===== config.mk =====
export PLATFORM = sky130hd
export DESIGN_NAME = zicntr_csr_reader
export DESIGN_NICKNAME = d
export VERILOG_FILES = /design/src/rtl/zicntr_csr_reader.sv
export SDC_FILE = /design/constraint.sdc
export NUM_CORES = 1
export LEC_CHECK = 0
export ABC_AREA = 1
export CAP_MARGIN = 5
export CORE_ASPECT_RATIO = 1.2
export CORE_MARGIN = 2
export CORE_UTILIZATION = 30
export CTS_CLUSTER_SIZE = 28
export DETAILED_ROUTE_END_ITERATION = 12
export PLACE_DENSITY = 0.45
export SLEW_MARGIN = 20
export SYNTH_ARGS = -nofsm -noshare
export SYNTH_HDL_FRONTEND = slang
export SYNTH_SLANG_ARGS = --single-unit
export TNS_END_PERCENT = 5

===== constraint.sdc =====
create_clock -name clk -period 1.8 [get_ports clk]
set_input_delay 0.45 -clock clk [delete_from_list [all_inputs] [get_ports clk]]
set_output_delay 0.45 -clock clk [all_outputs]
set_load 0.02 [all_outputs]

===== src/rtl/zicntr_csr_reader.sv =====
// Zicntr cycle/time/instret counters with a read-only CSR port (valid/ready in, registered response out).
// Optional ZICNTR_HALF_SNAPSHOT_EN: XLEN=32 high-half reads return bits captured by the preceding low-half read.
module zicntr_csr_reader #(
  parameter int XLEN = 32  // 32 or 64 only
) (
  input  logic            clk,
  input  logic            reset,
  input  logic            InstructionRetired,
  input  logic            CsrReq,
  input  logic [11:0]     CsrAddr,
  input  logic            CsrWrite,
  output logic            CsrReady,
  output logic            RspValid,
  input  logic            RspReady,
  output logic [XLEN-1:0] RspData,
  output logic            RspIllegal
);

  logic [63:0]     cycle_q, cycle_d;
  logic [63:0]     instret_q, instret_d;
  logic            rsp_valid_q, rsp_illegal_q;
  logic [XLEN-1:0] rsp_data_q;

  logic            hit, high, sel_instret, legal, accept;
  logic [63:0]     ctr;
  logic [XLEN-1:0] rd_value;

  assign CsrReady = !rsp_valid_q || RspReady;
  assign accept   = CsrReq && CsrReady;

  always_comb begin
    hit         = 1'b0;
    high        = 1'b0;
    sel_instret = 1'b0;
    case (CsrAddr)
      12'hC00, 12'hC01: hit = 1'b1;
      12'hC02, 12'hB02: begin
        hit         = 1'b1;
        sel_instret = 1'b1;
      end
      12'hC80, 12'hC81: if (XLEN == 32) begin
        hit  = 1'b1;
        high = 1'b1;
      end
      12'hC82, 12'hB82: if (XLEN == 32) begin
        hit         = 1'b1;
        high        = 1'b1;
        sel_instret = 1'b1;
      end
      default: ;
    endcase
  end

  // Every mapped counter is read-only, so any write attempt is illegal.
  assign legal = hit && !CsrWrite;
  assign ctr   = sel_instret ? instret_q : cycle_q;

`ifdef ZICNTR_HALF_SNAPSHOT_EN
  logic [31:0] snap_q;
  logic        snap_vld_q, snap_inst_q;
  logic        snap_hit;

  assign snap_hit = high && snap_vld_q && (snap_inst_q == sel_instret);

  always_ff @(posedge clk or negedge reset) begin
    if (!reset) begin
      snap_q      <= '0;
      snap_vld_q  <= 1'b0;
      snap_inst_q <= 1'b0;
    end else if (accept && legal && (XLEN == 32)) begin
      if (!high) begin
        snap_q      <= ctr[63:32];
        snap_vld_q  <= 1'b1;
        snap_inst_q <= sel_instret;
      end else if (snap_hit) begin
        snap_vld_q  <= 1'b0;
      end
    end
  end

  always_comb begin
    rd_value = ctr[XLEN-1:0];
    if (snap_hit)  rd_value = XLEN'(snap_q);
    else if (high) rd_value = XLEN'(ctr[63:32]);
  end
`else
  always_comb begin
    rd_value = ctr[XLEN-1:0];
    if (high) rd_value = XLEN'(ctr[63:32]);
  end
`endif

  assign cycle_d   = cycle_q + 64'd1;
  assign instret_d = instret_q + {63'd0, InstructionRetired};

  always_ff @(posedge clk or negedge reset) begin
    if (!reset) begin
      cycle_q   <= '0;
      instret_q <= '0;
    end else begin
      cycle_q   <= cycle_d;
      instret_q <= instret_d;
    end
  end

  // Accept and drain can coincide; a new accept simply overwrites the slot.
  always_ff @(posedge clk or negedge reset) begin
    if (!reset) begin
      rsp_valid_q   <= 1'b0;
      rsp_data_q    <= '0;
      rsp_illegal_q <= 1'b0;
    end else if (accept) begin
      rsp_valid_q   <= 1'b1;
      rsp_data_q    <= legal ? rd_value : '0;
      rsp_illegal_q <= !legal;
    end else if (RspReady) begin
      rsp_valid_q   <= 1'b0;
    end
  end

  assign RspValid   = rsp_valid_q;
  assign RspData    = rsp_data_q;
  assign RspIllegal = rsp_illegal_q;

endmodule

; ---- Yosys cells after proc, flatten, opt, wreduce, memory -nomap -nowiden
; Index checks and enable logic that the tools add are counted.
[totals]
input_bits = 18
word_cells = 33
regBits = 162
output_inout_bits = 35
[op_classes]
n_eq_ne = 8
n_reduce_logical = 10
n_mux = 8
addsub = 2
[op_table]
columns = op, n
row1 = equality test 12 bit (second input constant), 8
row2 = adder 64 x 1 -> 64 bit, 1
row3 = adder 64 x 1 -> 64 bit (second input constant), 1
row4 = two-way mux 32 bit, 2
row5 = two-way mux 64 bit, 1
row6 = OR reduction 4 bit, 2
row7 = OR reduction 8 bit, 1
row8 = two-way mux 1 bit, 5
row9 = zero test 1 bit, 3
row10 = logical AND 1 bit, 2
row11 = nonzero test 2 bit, 1
row12 = logical OR 1 bit, 1

; ---- Longest topological paths before layout
; Gate-level depths: netlist of run 1.
[depth]
ltp_word = 6
depth_mapped = 11
mapped_depth_nobuf = 11

; ---- Worst setup path after synthesis of run 1
; No wires, ideal clock.
[synth_timing]
path_type = input port to flip-flop
start = in InstructionRetired
end = reg instret_q[62]
slack_ps = 16
stages = 11
required_ps = 1683
t_arrival_ps = 1667
path_buffers = 0
setup_time_ps = 117
cell_sequence = ha_1 -> ha_1 -> nand3_2 -> nor2_4 -> inv_2 -> nor2_2 -> inv_2 -> nor2_4 -> nand3_1 -> nand2_1 -> nand2_1
[synth_via]
elab_chain_cells = 1
[synth_lines]
columns = element, line
row1 = start: declaration, 8  ; input logic InstructionRetired,
row2 = adder 64 x 1 -> 64 bit, 94  ; assign instret_d = instret_q + {63'd0, InstructionRetired};
row3 = net instret_d[62], 20  ; logic [63:0] instret_q, instret_d;
row4 = end signal: assignment, 102  ; instret_q <= instret_d;
row5 = end: declaration, 20
; The timed path passes the listed nets, and every way through them passes these cells.
; A chain may end at the register's enable or synchronous reset.

; ---- Worst setup path in the final report of run 1
[layout_timing]
start = in InstructionRetired
end = reg instret_q[58]
; Same word-level chain as after synthesis.

==> flow_summary_export.csv, run 1 <==
group,metric,value,unit
sta,hold_violations,0,
floorplanning,ios,53,
clocking,cts.root.buffer_cell,"clkbuf_16",
sta,min_period,1820,ps
route,routed.top_layer,"met4",
power,total_power,8.38,mW
finish,finalCoreUtilization,39.3,%
finish,antenna_cells,0,
setup_path,cpMaxStageDelayCell,"clkdlybuf4s50_1",
global_routing,grt_pass1_wl,58800,µm
synth,ys_top_cells_by_area,"dfrtp_1 (40%), nand2_1 (20%), xor2_1 (8.0%)",
setup_path,cp_common_cell,"nand2_1",
route,wl_met2,19300,µm
clocking,cts.clk_slew.worst_paths,70,ps
route,totalWireLength,39300,µm
sta,fmax,0.551,GHz
setup_path,rr_startpoint,"instret_q[16]",
synth,async_reset_ff_share,100,%
setup_path,path_class,"primary input to flip-flop",
power,power_density,642,nW/µm²
global_routing,grt_use_total,23.0,%
floorplanning,dieArea,35400,µm²
setup_path,ff2ff_path_depth,7,
route,via_count,10100,
setup_path,r2r-end,"instret_q[58]",
floorplanning,core,33200,µm²
synth,avgSynthCellArea,6.88,µm²
setup_path,crit_path_cell_trace,"clkdlybuf4s50_1, ha_2, ha_4, nand3_4, nor2_4, nand2_2, nor3_2, nand3_1, nand2_1, nand2_1",
sta,finalSetupViolCount,1,
route,route.met3.wl,1270,µm
route,drc,0,
place,dp_slack,-596,ps
setup_path,worstPathMaxFanout,4,
sta,rsz0062_at_grt,"yes",
finish,layout-drive-gt1-share,15.6,%
clocking,htreeDepth,4,
synth,ys_warn_count,0,
floorplanning,die_h,206,µm
sta,slew_headroom,72.9,%
route,wl_met1,17200,µm
floorplanning,num_rows,73,
synth,ys.flop_type,"dfrtp_1",
setup_path,critPathCaptureType,"flip-flop",
global_routing,grt_overflow_total,0,
sta,worst_pin_slew,407,ps
route,avgRoutedWirePerCell,18.6,µm
synth,yosys_register_bits,162,
place,hpwlAfterDp,32400,µm
power,peakVddDrop,630,µV
clocking,cts_buffer_depth,2,
sta,final.setup.worst_slack,-16.3,ps
synth,synthesis.area,10200,µm²
job,drv_cap,0,
outcome,violations,"setup timing",
place,portBuffers,52,
synth,synth_top_area_share,39.9,%
global_routing,antenna_found_initial,0,
synth,syn-instance-count,1478,
sta,finalMaxSlewViolations,0,
global_routing,grt_max_degree,65,
route,vias_per_cell,4.76,
synth,synth_area_leader_cell,"dfrtp_1",
synth,synth_fp_nets,1499,
route,drt_first_pass_iters,7,
setup_path,regToRegSetupSlack,60,ps
synth,synth_edf_count,0,
setup_path,crit_arrival,2170,ps
finish,fin_nets,1675,
floorplanning,chipWidth,172,µm
sta,finClkSkew,18.4,ps
sta,min_period_over_period,101,%
outcome,status,"finished, violations left",
power,total_leakage_power,6.47,nW
global_routing,first_global_vias,9891,
route,ant_nets,0,
setup_path,startpoint,"InstructionRetired",
synth,synth_cell_types,27,
clocking,cts_sinks,162,
synth,seq_area_frac_synth,39.9,%
clocking,clock_latency,460,ps
setup_path,slowest_delay,470,ps
clocking,cts_buffers,17,
finish,area_growth,28.4,%
clocking,cts_tree,"yes",
route,drt_iter0_drc,699,
setup_path,cp-start-kind,"primary input",
floorplanning,initial_core_util,30.6,%
place,gp_congestion,0.912,
min_path,hold_path.class,"primary input to async pin",
setup_path,setup.worst_path.end,"instret_q[58]",
setup_path,crit_required,2150,ps
==> synthesized netlist by cell type, types with 3 or more instances <==
master	number
nand2_1	538
inv_1	169
nor2_1	164
dfrtp_1	162
xor2_1	93
nand4_1	88
nand3_1	84
nor3_1	65
buf_2	33
o21ai_0	11
inv_2	9
nor3_2	9
o21ai_1	9
nor2_2	7
nand2_2	5
nor2_4	5
and2_1	4
nand3b_1	4
buf_1	3
clkbuf_1	3
ha_1	3
==> area by class of cell <==
cell class / count / area, µm²
flip-flops and latches: 162 / 4060
fillers: 3645 / 20200
well taps: 450 / 563
clock inverters: 15 / 148
repair buffers: 196 / 1730
inverters: 178 / 668
clock buffers: 17 / 425
multi-input cells: 1099 / 5470
==> timing repair <==
action | in CTS | in global routing
resized for setup | 40 | 48
hold buffers | 1 | 0
hold endpoints to repair | 20 | 0
buffers inserted | 0 | 1
pin swaps | 0 | 9
endpoints found under the setup margin | 52 | 65
==> worst max-delay path: cells and delay by family <==
| kind | cells | cell delay (ps) |
|---|---|---|
| fa+ha+maj | 2 | 350 |
| simple gates | 7 | 890 |
| buf+inv | 1 | 470 |
==> through the flow <==
step	area [µm²]	hold slack, ps	TNS, ps	cells
final	13100	456	-16.3	2117
after global routing	13100	470	-689	2117
after CTS	12900	461	-186	2116
after detailed placement	12300	373	-35200	2083
after global placement	12300	374	-33840	2083
after floorplan	10200	154	0	1478
==> sequential cells by signal, indices dropped and copies added, names as in the netlist <==
signal,flops
cycle_q,64
instret_q,64
RspData,32
RspIllegal,1
RspValid,1
==> per-layer routing <==
metal / track usage (%) / vias to the layer above
met5: 0 / -
met4: 10.3 / 0
met3: 2.69 / 64
met2: 39.1 / 236
met1: 29.2 / 4752
li1: - / 5035
==> power by group <==
group	internal (mW)	total (mW)	switching (mW)
Clock	1.94	3.70	1.76
Combinational	0.322	0.831	0.509
Sequential	3.73	3.85	0.115
==> how the worst min path moves through the flow <==
stage | start | to | slack (ps) | depth (start not counted)
CTS | reset | cycle_q[19] | 460 | 2
detailed placement | reset | cycle_q[51] | 370 | 1
global route | reset | cycle_q[19] | 470 | 2
floorplan | reset | RspData[0] | 150 | 0
global placement | reset | cycle_q[51] | 370 | 1
finish | reset | cycle_q[19] | 460 | 2
==> cell usage in the layout (no fill, tap or decap), types with 10 or more instances in the layout <==
cell / instances
xor2_1: 93
buf_4: 130
clkbuf_16: 17
nor3_2: 17
clkdlybuf4s50_1: 16
nor3_1: 54
nor2_1: 157
nand4_1: 88
nand2_2: 12
inv_2: 12
o21ai_1: 10
nor2_4: 11
nand2_1: 530
buf_12: 13
nand3_1: 79
dfrtp_1: 157
dlygate4sd2_1: 34
inv_1: 166
==> cells by family after synthesis <==
| logic type | count (synthesis) | share of synthesized area, % |
|---|---|---|
| AO/OA/AOI/OAI | 23 | 1.21 |
| XOR/XNOR | 93 | 8.01 |
| adder cells (fa/ha/maj) | 3 | 0.369 |
| buffers and inverters | 217 | 8.42 |
| flip-flops | 162 | 39.9 |
| AND/OR/NAND/NOR | 980 | 42.1 |
Note: power is estimated with default switching activity, not from simulation.
==> run 2, diff against run 1 <==
CAP_MARGIN = default   (was 5)
==> results of run 2 <==
The final DEF is identical to that of run 1; final timing and power are the same.
